File: config.mk
export PLATFORM = sky130hd
export DESIGN_NAME = adpll_lock_monitor_flat
export DESIGN_NICKNAME = d
export VERILOG_FILES = /design/src/rtl/adpll_pkg.sv /design/src/rtl/adpll_lock_monitor_if.sv /design/src/rtl/adpll_sync_edge.sv /design/src/rtl/adpll_lock_monitor.sv /design/src/flat_wrapper.sv
export SDC_FILE = /design/constraint.sdc
export NUM_CORES = 1
export LEC_CHECK = 0
export BUFFER_PORTS_ARGS = -buffer_cell sky130_fd_sc_hd__buf_2
export CORE_MARGIN = 2
export CORE_UTILIZATION = 60
export DETAILED_ROUTE_END_ITERATION = 10
export GPL_TIMING_DRIVEN = 0
export PLACE_DENSITY = 0.83
export SYNTH_ARGS = -nofsm -noshare
export SYNTH_HDL_FRONTEND = slang
export SYNTH_SLANG_ARGS = --single-unit
export TNS_END_PERCENT = 30
File: constraint.sdc
create_clock -name i_clk -period 10.1 [get_ports i_clk]
set_input_delay 2.02 -clock i_clk [delete_from_list [all_inputs] [get_ports i_clk]]
set_output_delay 2.02 -clock i_clk [all_outputs]
set_load 0.03 [all_outputs]
File: src/rtl/adpll_pkg.sv
// adpll_pkg: shared definitions for the ADPLL lock monitor.
//   state_e      monitor state (IDLE / ARM / MEAS)
//   M_W          width of the ADPLL multiplication factor
//   DEF_*        default window length, tolerance and confirm count
package adpll_pkg;

  typedef enum logic [1:0] {
    IDLE = 2'd0,
    ARM  = 2'd1,
    MEAS = 2'd2
  } state_e;

  localparam int M_W          = 3;
  localparam int DEF_WIN_LOG2 = 3;
  localparam int DEF_TOL      = 1;
  localparam int DEF_CONFIRM  = 4;

endpackage

File: src/rtl/adpll_lock_monitor_if.sv
// adpll_lock_monitor_if: ADPLL output pins observed by the monitor plus the
// monitor's status outputs.
//   master : ADPLL / stimulus side, drives ref_clk, out_clk, m, lock, polarity
//   slave  : lock monitor, drives meas_cnt, meas_valid, freq_ok,
//            lock_confirmed, lock_err (and pol_toggles when the
//            POL_TOGGLE_CNT_EN macro is defined)
interface adpll_lock_monitor_if #(
  parameter int CNT_W = 8
);
  import adpll_pkg::*;

  logic             ref_clk;
  logic             out_clk;
  logic [M_W-1:0]   m;
  logic             lock;
  logic             polarity;
  logic [CNT_W-1:0] meas_cnt;
  logic             meas_valid;
  logic             freq_ok;
  logic             lock_confirmed;
  logic             lock_err;
`ifdef POL_TOGGLE_CNT_EN
  logic [CNT_W-1:0] pol_toggles;
`endif

  modport master (
    output ref_clk, out_clk, m, lock, polarity,
    input  meas_cnt, meas_valid, freq_ok, lock_confirmed, lock_err
`ifdef POL_TOGGLE_CNT_EN
    , input pol_toggles
`endif
  );

  modport slave (
    input  ref_clk, out_clk, m, lock, polarity,
    output meas_cnt, meas_valid, freq_ok, lock_confirmed, lock_err
`ifdef POL_TOGGLE_CNT_EN
    , output pol_toggles
`endif
  );

endinterface

File: src/rtl/adpll_sync_edge.sv
// adpll_sync_edge: 2-flop synchronizer for an asynchronous pin followed by one
// history flop for edge detection.
//   i_clk, i_rst_n : sampling clock, synchronous active-low reset
//   i_d            : asynchronous input
//   o_level        : synchronized level
//   o_rise         : one-cycle pulse on a synchronized rising edge
//   o_edge         : one-cycle pulse on any synchronized transition
module adpll_sync_edge (
  input  logic i_clk,
  input  logic i_rst_n,
  input  logic i_d,
  output logic o_level,
  output logic o_rise,
  output logic o_edge
);

  logic r_s1, r_s2, r_s3;

  always_ff @(posedge i_clk) begin
    if (!i_rst_n) begin
      r_s1 <= 1'b0;
      r_s2 <= 1'b0;
      r_s3 <= 1'b0;
    end else begin
      r_s1 <= i_d;
      r_s2 <= r_s1;
      r_s3 <= r_s2;
    end
  end

  assign o_level = r_s2;
  assign o_rise  = r_s2 & ~r_s3;
  assign o_edge  = r_s2 ^ r_s3;

endmodule

File: src/rtl/adpll_lock_monitor.sv
// adpll_lock_monitor: counts ADPLL OUT_CLK rising edges over 2^WIN_LOG2
// REF_CLK periods and compares against M << WIN_LOG2.
//   i_clk   : sampling clock (>= 4x OUT_CLK)
//   i_rst_n : synchronous active-low reset
//   i_en    : monitor enable
//   mon     : slave side of adpll_lock_monitor_if (pins in, status out)
// Optional: define POL_TOGGLE_CNT_EN to add the POLARITY transition counter
// (mon.pol_toggles); without it POLARITY is ignored.
module adpll_lock_monitor
  import adpll_pkg::*;
#(
  parameter int WIN_LOG2 = DEF_WIN_LOG2,
  parameter int TOL      = DEF_TOL,
  parameter int CONFIRM  = DEF_CONFIRM,
  parameter int CNT_W    = 8
) (
  input  logic                 i_clk,
  input  logic                 i_rst_n,
  input  logic                 i_en,
  adpll_lock_monitor_if.slave  mon
);

  localparam int SY_REF = 0;
  localparam int SY_OUT = 1;
  localparam int SY_LCK = 2;
  localparam int SY_POL = 3;

  // ---- pin synchronizers -------------------------------------------------
  logic [3:0] w_pin, w_lvl, w_rise, w_edge;
  assign w_pin = {mon.polarity, mon.lock, mon.out_clk, mon.ref_clk};

  for (genvar g = 0; g < 4; g++) begin : g_sync
    adpll_sync_edge u_sync (
      .i_clk   (i_clk),
      .i_rst_n (i_rst_n),
      .i_d     (w_pin[g]),
      .o_level (w_lvl[g]),
      .o_rise  (w_rise[g]),
      .o_edge  (w_edge[g])
    );
  end

  logic w_ref_rise, w_out_rise, w_lock_s;
  assign w_ref_rise = w_rise[SY_REF];
  assign w_out_rise = w_rise[SY_OUT];
  assign w_lock_s   = w_lvl[SY_LCK];

  // ---- state ---------------------------------------------------------------
  state_e                r_state, w_state_nxt;
  logic [WIN_LOG2-1:0]   r_ref_cnt;
  logic [CNT_W-1:0]      r_out_cnt;
  logic [M_W-1:0]        r_m_win;
  logic [3:0]            r_good;
  logic [CNT_W-1:0]      r_meas_cnt;
  logic                  r_meas_valid, r_freq_ok, r_lock_conf, r_lock_err;

  // M moving under an open window invalidates it
  logic w_m_chg;
  assign w_m_chg = (r_state == MEAS) && (mon.m != r_m_win);

  // closing edge is the 2^WIN_LOG2-th REF rise after the opening one
  logic w_win_end;
  assign w_win_end = (r_state == MEAS) && i_en && !w_m_chg && w_ref_rise &&
                     (r_ref_cnt == '1);

  // OUT count including an edge seen in this cycle, saturating
  logic [CNT_W-1:0] w_out_nxt;
  assign w_out_nxt = (w_out_rise && (r_out_cnt != '1)) ? r_out_cnt + CNT_W'(1)
                                                        : r_out_cnt;

  // one extra bit so expected never wraps and |diff| is exact
  logic [CNT_W:0] w_exp, w_cnt_x, w_diff;
  logic           w_win_ok;
  assign w_exp    = (CNT_W+1)'(r_m_win) << WIN_LOG2;
  assign w_cnt_x  = {1'b0, w_out_nxt};
  assign w_diff   = (w_cnt_x >= w_exp) ? (w_cnt_x - w_exp) : (w_exp - w_cnt_x);
  assign w_win_ok = (r_m_win != '0) && (w_diff <= (CNT_W+1)'(TOL));

  logic [3:0] w_good_nxt;
  assign w_good_nxt = (r_good == 4'(CONFIRM)) ? r_good : r_good + 4'd1;

  // ---- FSM -----------------------------------------------------------------
  always_ff @(posedge i_clk) begin
    if (!i_rst_n) r_state <= IDLE;
    else          r_state <= w_state_nxt;
  end

  always_comb begin
    w_state_nxt = r_state;
    case (r_state)
      IDLE:    if (i_en) w_state_nxt = ARM;
      ARM:     if (!i_en) w_state_nxt = IDLE;
               else if (w_ref_rise) w_state_nxt = MEAS;
      MEAS:    if (!i_en) w_state_nxt = IDLE;
               else if (w_m_chg) w_state_nxt = ARM;
      default: w_state_nxt = IDLE;
    endcase
  end

  // ---- window datapath -----------------------------------------------------
  always_ff @(posedge i_clk) begin
    if (!i_rst_n) begin
      r_ref_cnt    <= '0;
      r_out_cnt    <= '0;
      r_m_win      <= '0;
      r_good       <= '0;
      r_meas_cnt   <= '0;
      r_meas_valid <= 1'b0;
      r_freq_ok    <= 1'b0;
      r_lock_conf  <= 1'b0;
      r_lock_err   <= 1'b0;
    end else begin
      r_meas_valid <= 1'b0;
      if (!i_en) begin
        // MEAS_CNT and LOCK_ERR deliberately hold across disable
        r_ref_cnt   <= '0;
        r_out_cnt   <= '0;
        r_good      <= '0;
        r_freq_ok   <= 1'b0;
        r_lock_conf <= 1'b0;
      end else begin
        if (r_state == IDLE) r_lock_err <= 1'b0;
        if (r_state == ARM && w_ref_rise) begin
          r_ref_cnt <= '0;
          r_out_cnt <= '0;
          r_m_win   <= mon.m;
        end
        if (r_state == MEAS && !w_m_chg) begin
          if (w_win_end) begin
            // closing edge also opens the next window
            r_ref_cnt    <= '0;
            r_out_cnt    <= '0;
            r_m_win      <= mon.m;
            r_meas_cnt   <= w_out_nxt;
            r_meas_valid <= 1'b1;
            r_freq_ok    <= w_win_ok;
            if (w_win_ok) begin
              r_good      <= w_good_nxt;
              r_lock_conf <= (w_good_nxt == 4'(CONFIRM));
            end else begin
              r_good      <= '0;
              r_lock_conf <= 1'b0;
              if ((r_m_win != '0) && w_lock_s) r_lock_err <= 1'b1;
            end
          end else begin
            if (w_ref_rise) r_ref_cnt <= r_ref_cnt + WIN_LOG2'(1);
            r_out_cnt <= w_out_nxt;
          end
        end
      end
    end
  end

  assign mon.meas_cnt       = r_meas_cnt;
  assign mon.meas_valid     = r_meas_valid;
  assign mon.freq_ok        = r_freq_ok;
  assign mon.lock_confirmed = r_lock_conf;
  assign mon.lock_err       = r_lock_err;

  // ---- optional POLARITY transition counter --------------------------------
`ifdef POL_TOGGLE_CNT_EN
  logic [CNT_W-1:0] r_pol_cnt;

  always_ff @(posedge i_clk) begin
    if (!i_rst_n || !i_en)
      r_pol_cnt <= '0;
    else if (r_state == MEAS && w_edge[SY_POL] && (r_pol_cnt != '1))
      r_pol_cnt <= r_pol_cnt + CNT_W'(1);
  end

  assign mon.pol_toggles = r_pol_cnt;

  logic w_unused_sync;
  assign w_unused_sync = ^{w_lvl[SY_REF], w_lvl[SY_OUT], w_lvl[SY_POL],
                           w_rise[SY_LCK], w_rise[SY_POL],
                           w_edge[SY_REF], w_edge[SY_OUT], w_edge[SY_LCK]};
`else
  logic w_unused_sync;
  assign w_unused_sync = ^{w_lvl[SY_REF], w_lvl[SY_OUT], w_lvl[SY_POL],
                           w_rise[SY_LCK], w_rise[SY_POL],
                           w_edge[SY_REF], w_edge[SY_OUT], w_edge[SY_LCK],
                           w_edge[SY_POL]};
`endif

endmodule
File: src/flat_wrapper.sv
// flat-port wrapper written by rule: the top's interface ports become plain ports
module adpll_lock_monitor_flat import adpll_pkg::*;
#(
  parameter int WIN_LOG2 = DEF_WIN_LOG2,
  parameter int TOL      = DEF_TOL,
  parameter int CONFIRM  = DEF_CONFIRM,
  parameter int CNT_W    = 8
)
  (i_clk, i_rst_n, i_en, mon_ref_clk, mon_out_clk, mon_m, mon_lock, mon_polarity, mon_meas_cnt, mon_meas_valid, mon_freq_ok, mon_lock_confirmed, mon_lock_err);
  adpll_lock_monitor_if #(.CNT_W(CNT_W)) mon_i ();
  input  logic i_clk;
  input  logic i_rst_n;
  input  logic i_en;
  input wire logic [$bits(mon_i.ref_clk)-1:0] mon_ref_clk;
  input wire logic [$bits(mon_i.out_clk)-1:0] mon_out_clk;
  input wire logic [$bits(mon_i.m)-1:0] mon_m;
  input wire logic [$bits(mon_i.lock)-1:0] mon_lock;
  input wire logic [$bits(mon_i.polarity)-1:0] mon_polarity;
  output wire logic [$bits(mon_i.meas_cnt)-1:0] mon_meas_cnt;
  output wire logic [$bits(mon_i.meas_valid)-1:0] mon_meas_valid;
  output wire logic [$bits(mon_i.freq_ok)-1:0] mon_freq_ok;
  output wire logic [$bits(mon_i.lock_confirmed)-1:0] mon_lock_confirmed;
  output wire logic [$bits(mon_i.lock_err)-1:0] mon_lock_err;
  assign mon_i.ref_clk = mon_ref_clk;
  assign mon_i.out_clk = mon_out_clk;
  assign mon_i.m = mon_m;
  assign mon_i.lock = mon_lock;
  assign mon_i.polarity = mon_polarity;
  assign mon_meas_cnt = mon_i.meas_cnt;
  assign mon_meas_valid = mon_i.meas_valid;
  assign mon_freq_ok = mon_i.freq_ok;
  assign mon_lock_confirmed = mon_i.lock_confirmed;
  assign mon_lock_err = mon_i.lock_err;
  adpll_lock_monitor #(.WIN_LOG2(WIN_LOG2), .TOL(TOL), .CONFIRM(CONFIRM), .CNT_W(CNT_W)) u_core (.i_clk(i_clk), .i_rst_n(i_rst_n), .i_en(i_en), .mon(mon_i));
endmodule
# Word-level counts from Yosys, hierarchy flattened
# Index checks and enable logic that the tools add are counted.
# totals
in_bits	10
regBits	40
output_inout_bits	12
# op_classes
n_eq_ne	10
add_sub_neg	5
order_cmp	2
bitwise_logic	4
reduce_logical	19
mux	27
# ops
operator	count
8-bit 2-to-1 mux	4
3-bit 2-to-1 mux	7
1-bit logical AND	10
2-bit 2-to-1 mux	5
9-bit by 1-bit <= comparator with 1-bit output, second input constant	1
9-bit 2-to-1 mux	1
3-bit AND reduction	3
6-bit by 8-bit subtractor with 9-bit output	1
8-bit by 6-bit subtractor with 9-bit output	1
8-bit by 1-bit adder with 8-bit output, second input constant	1
4-bit by 3-bit equality test with 1-bit output, second input constant	2
8-bit by 6-bit greater-or-equal comparator with 1-bit output	1
4-bit 2-to-1 mux	2
8-bit != test, second input constant	1
1-bit 2-to-1 mux	7
3-bit by 2-bit != test with 1-bit output, second input constant	2
2-bit case mux with 3 select lines	1
4-bit by 1-bit adder with 4-bit output, second input constant	1
2-bit AND reduction	2
3-bit by 1-bit adder with 3-bit output, second input constant	1
3-bit equality test, second input constant	1
3-bit != test	1
3-bit nonzero test	1
1-bit AND	2
other kinds (7)	8

# Logic depth before layout (Yosys ltp)
# depth
ltp_word	11
depth_mapped	17

# Cells and area by module
# Synthesis repeated with hierarchy kept, for this count alone.
# unflattened
hier_cells	309
area_unflattened_um2	2553.7
# modules_own_cells
module	seq_area_each_um2	cells_each	instances	area_per_inst_um2
adpll_lock_monitor	640.6	282	1	2257.2
adpll_sync_edge	60.1	9	3	98.8

# Worst setup path before layout
# Ideal clock, no wire load.
# synth_timing
kind	input port to flip-flop
start	input mon_m[0]
end	register u_core.r_good[0]
setup_slack_ns	6.447
path_buffers	0
arrival_time_ns	3.578
cell_stages	8
required_ns	10.026
setup_time_ns	0.074
path_cell_list	xor2_1 > nor3b_1 > nand3_1 > nor2b_1 > nand3_1 > a2111oi_0 > o211ai_1 > o21ai_0
# synth_via
elab_chain_cells	7
elab_cells_between_ends	8
cone_classes	eq/ne: 1; reduce/logical: 7
# synth_lines
item	line	text
start, declared	flat_wrapper.sv:16	input wire logic [$bits(mon_i.m)-1:0] mon_m;
3-bit != test *	adpll_lock_monitor.sv:59	assign w_m_chg = (r_state == MEAS) && (mon.m != r_m_win);
1-bit logical AND *	adpll_lock_monitor.sv:59	
1-bit logical NOT *	adpll_lock_monitor.sv:63, adpll_lock_monitor.sv:128	
1-bit logical AND (3 in a row)	adpll_lock_monitor.sv:63	assign w_win_end = (r_state == MEAS) && i_en && !w_m_chg && w_ref_rise &&
2-bit AND reduction (no line) *	-	
end signal, assigned	adpll_lock_monitor.sv:138	r_good <= w_good_nxt;
end, declared	adpll_lock_monitor.sv:53	logic [3:0] r_good;
# Mark *: on every way between the ends. The rest lies on a longest branch, timed or not.
# A chain may end at the register's enable or synchronous reset.

# Final worst setup path
# Ends and elaborated chain as after synthesis.

==> flow_metrics.env <==
export IMPL_ant_nets=0
export IMPL_post_place_ws_ns=5.98
export IMPL_fin_crit_sh=0.419
export IMPL_cts_max_level=2
export IMPL_slew_headroom=0.482
export IMPL_dieHeight_um=67.9
export IMPL_drt_total_wl_um=5720
export IMPL_setup_viol=0
export IMPL_path_max_fanout=9
export IMPL_cts_resized=0
export IMPL_layout_drive_gt1_share=0.181
export IMPL_max_freq_mhz=236
export IMPL_r2r_slack_ns=6.14
export IMPL_end_kind="register"
export IMPL_final_max_slew_violation_count=0
export IMPL_worst_endpoint_required_ns=10.33
export IMPL_hold_ws_ns=0.441
export IMPL_syn_area_per_cell_um2=8.55
export IMPL_syn_inst=287
export IMPL_min_period_ns=4.24
export IMPL_r2r_start="u_core.r_out_cnt[0]$_SDFFE_PN0P_"
export IMPL_synth_xor_area_frac=0.0280
export IMPL_power_mw=0.315
export IMPL_path_clk_slew_ns=0.08
export IMPL_portBuffers=20
export IMPL_dr_pass1_iters=4
export IMPL_grt_pass1_wl_um=9580
export IMPL_via_count=2181
export IMPL_maxCapViolCount=0
export IMPL_ir_drop_v=0.000138
export IMPL_first_iter_violations=139
export IMPL_synth_top_area_frac=0.326
export IMPL_n_antenna_cell=0
export IMPL_synthAdderAreaFrac=0.0541
export IMPL_hp_start="u_core.g_sync[1].u_sync.r_s1$_SDFF_PN0_"
export IMPL_synth_commonest_cells="40 x dfxtp_1, 30 x nor2_1, 28 x nand2_1"
export IMPL_synth_seq_cells=40
export IMPL_finalSetupTns_ns=0
export IMPL_globalRoute_totalOverflow=0
export IMPL_cts_inserted_buffers=5
export IMPL_ys_warn_count=0
export IMPL_grt_max_degree=14
export IMPL_fin_skew_ns=0.00961
export IMPL_cts_path_max_buffers=2
export IMPL_instances_no_fill=365
export IMPL_core_um2=3970
export IMPL_ys_flop_type="dfxtp_1"
export IMPL_synth_area_top_cells="dfxtp_1 33%, ha_1 4.6%, nor2_1 4.6%"
export IMPL_synth_most_common_cell="dfxtp_1"
export IMPL_p_leak_nw=1.17
export IMPL_io_pins=22
export IMPL_cts_tree="built"
export IMPL_met1_usage=0.359
export IMPL_hold_end="u_core.g_sync[1].u_sync.o_level$_SDFF_PN0_"
export IMPL_fillers=337
export IMPL_antenna_found_initial=0
export IMPL_syn_to_final_growth_pct=11.6
export IMPL_synth_largest_area_cell="dfxtp_1"
export IMPL_grt_usage=0.274
export IMPL_synth_nets=307
export IMPL_hold_viol_final=0
export IMPL_hold_class="register to register"
export IMPL_crit_path_start_kind="input port"
export IMPL_first_global_vias=2102
export IMPL_rsz0062_at_grt="false"
export IMPL_ys_seq_area_frac=0.326
export IMPL_die_area_um2=4620
export IMPL_status="finished clean"
export IMPL_cellPowerDensity_nw_per_um2=115
export IMPL_fin_ws_ns=5.86
export IMPL_busiest_layer="met2"
export IMPL_r2r_end="u_core.mon.lock_err$_SDFFE_PN0P_"
export IMPL_clockRootBuffer="clkbuf_8"
export IMPL_via_per_inst=5.98
export IMPL_synth_top_family_by_area="simple AND/OR/NAND/NOR gates"
export IMPL_cts_setup_buffers=0
export IMPL_worst_slew_pin_slew_ns=0.758
export IMPL_start_util=0.618
export IMPL_post_route_drc_count=0
export IMPL_clk_latency_ns=0.30
export IMPL_cp_arrival_ns=4.46
export IMPL_criticalPathCategory="input port to register"
export IMPL_synth_edf_count=0
export IMPL_met3_usage=0.0510
export IMPL_nets=334
export IMPL_async_flop_share=0
export IMPL_syn_area_um2=2450
export IMPL_cts_num_sinks=40
export IMPL_rr_worst_depth=17
export IMPL_holdPathStages=1
export IMPL_synthSimpleGateAreaFrac=0.301
export IMPL_synth_mux_area_frac=0.0347
export IMPL_synth_compound_area_frac=0.212
export IMPL_rows=23
export IMPL_ctsHoldBuffers=0
export IMPL_ys_types=66
export IMPL_die_w_um=67.9
export IMPL_place_inst=357
export IMPL_post_drt_wl_per_cell_um=15.7
export IMPL_gp_congestion=0.925
export IMPL_grt_use_met2=0.438
export IMPL_dp_hpwl_um=4200
==> worst max path at each step <==
stage	startpoint	to	slack [ns]	cells after the start
2_1_floorplan	mon_m[0]	u_core.r_good[0]$_SDFFE_PN0P_	6.45	8
3_3_place_gp	mon_m[0]	u_core.r_m_win[0]$_SDFFE_PN0P_	6.00	9
3_5_place_dp	mon_m[0]	u_core.r_good[3]$_SDFFE_PN0P_	5.98	9
4_1_cts	mon_m[0]	u_core.r_good[0]$_SDFFE_PN0P_	6.00	9
5_1_grt	mon_m[0]	u_core.r_good[0]$_SDFFE_PN0P_	5.69	9
6_report	mon_m[0]	u_core.r_good[0]$_SDFFE_PN0P_	5.86	9
==> layout make-up <==
| type | instances | area [um^2] | area share |
|---|---|---|---|
| Tap cell | 50 | 62.6 | 0.0229 |
| Inverter | 13 | 48.8 | 0.0178 |
| Timing Repair Buffer | 20 | 100 | 0.0366 |
| Sequential cell | 40 | 801 | 0.293 |
| Clock buffer | 6 | 82.6 | 0.0302 |
| Clock inverter | 2 | 38.8 | 0.0142 |
| Buffer | 11 | 57.6 | 0.0210 |
| Multi-Input combinational cell | 223 | 1550 | 0.565 |
==> cell families (layout without fill, tap and decap cells) <==
group,Yosys count,in the layout
AOI/OAI and AO/OA,68,68
muxes,8,8
adders and majority gates,10,10
DFF,40,40
xor gates and xnor gates,7,7
and+or+nand+nor,130,130
buffers and inverters,24,52
==> where the power goes <==
part	total, mW	switching (mW)	internal, mW	leakage [nW]
Clock	0.140	0.0591	0.0808	0.0614
Sequential	0.160	0.000862	0.159	0.324
Combinational	0.0153	0.00888	0.00638	0.785
==> worst max-delay path: stages <==
cell and delay [ns]:
buf_2 0.11, xor2_1 0.13, nor3b_1 0.26, nand3_1 0.25, nor2b_1 0.27, nand3_1 0.29, a2111oi_0 0.77, o211ai_1 0.23
o21ai_0 0.12
==> per-layer routing <==
layer | part of all wire | up-vias | wire length (um)
met1 | 0.46 | 1023 | 2610
li1 | - | 1085 | -
met5 | 0 | - | 0
met4 | 0.026 | 0 | 148
met3 | 0.044 | 14 | 254
met2 | 0.47 | 59 | 2710
==> registers in the layout, summed over array words and instances, names as in the netlist <==
| signal | count |
|---|---|
| u_core.g_sync.u_sync.r_s3 | 2 |
| u_core.mon.meas_cnt | 8 |
| u_core.mon.lock_confirmed | 1 |
| u_core.r_out_cnt | 8 |
| u_core.g_sync.u_sync.o_level | 3 |
| u_core.g_sync.u_sync.r_s1 | 3 |
| u_core.r_good | 4 |
| u_core.r_state | 2 |
| u_core.mon.freq_ok | 1 |
| u_core.r_ref_cnt | 3 |
| u_core.r_m_win | 3 |
| u_core.mon.meas_valid | 1 |
| u_core.mon.lock_err | 1 |
==> through the flow <==
stage,util,cell area (um^2)
CTS,0.689,2740
floorplan,-,2450
detailed placement,0.659,2620
global placement,0.659,2620
finish,0.689,2740
global route,0.689,2740
==> cell usage in the layout (no fill, tap or decap), types with 4 or more instances in the layout <==
| cell type | n |
|---|---|
| a21oi_1 | 14 |
| a31oi_1 | 4 |
| and2_1 | 13 |
| and3_1 | 4 |
| buf_2 | 21 |
| clkbuf_1 | 7 |
| clkbuf_8 | 6 |
| dfxtp_1 | 40 |
| ha_1 | 9 |
| inv_1 | 13 |
| mux2i_1 | 6 |
| nand2_1 | 28 |
| nand3_1 | 13 |
| nand4_1 | 4 |
| nor2_1 | 30 |
| nor2b_1 | 7 |
| nor3_1 | 5 |
| nor3b_1 | 4 |
| o211a_1 | 5 |
| o211ai_1 | 4 |
| o21ai_0 | 13 |
| xnor2_1 | 4 |
No activity file was read; power rests on OpenSTA's default activity.
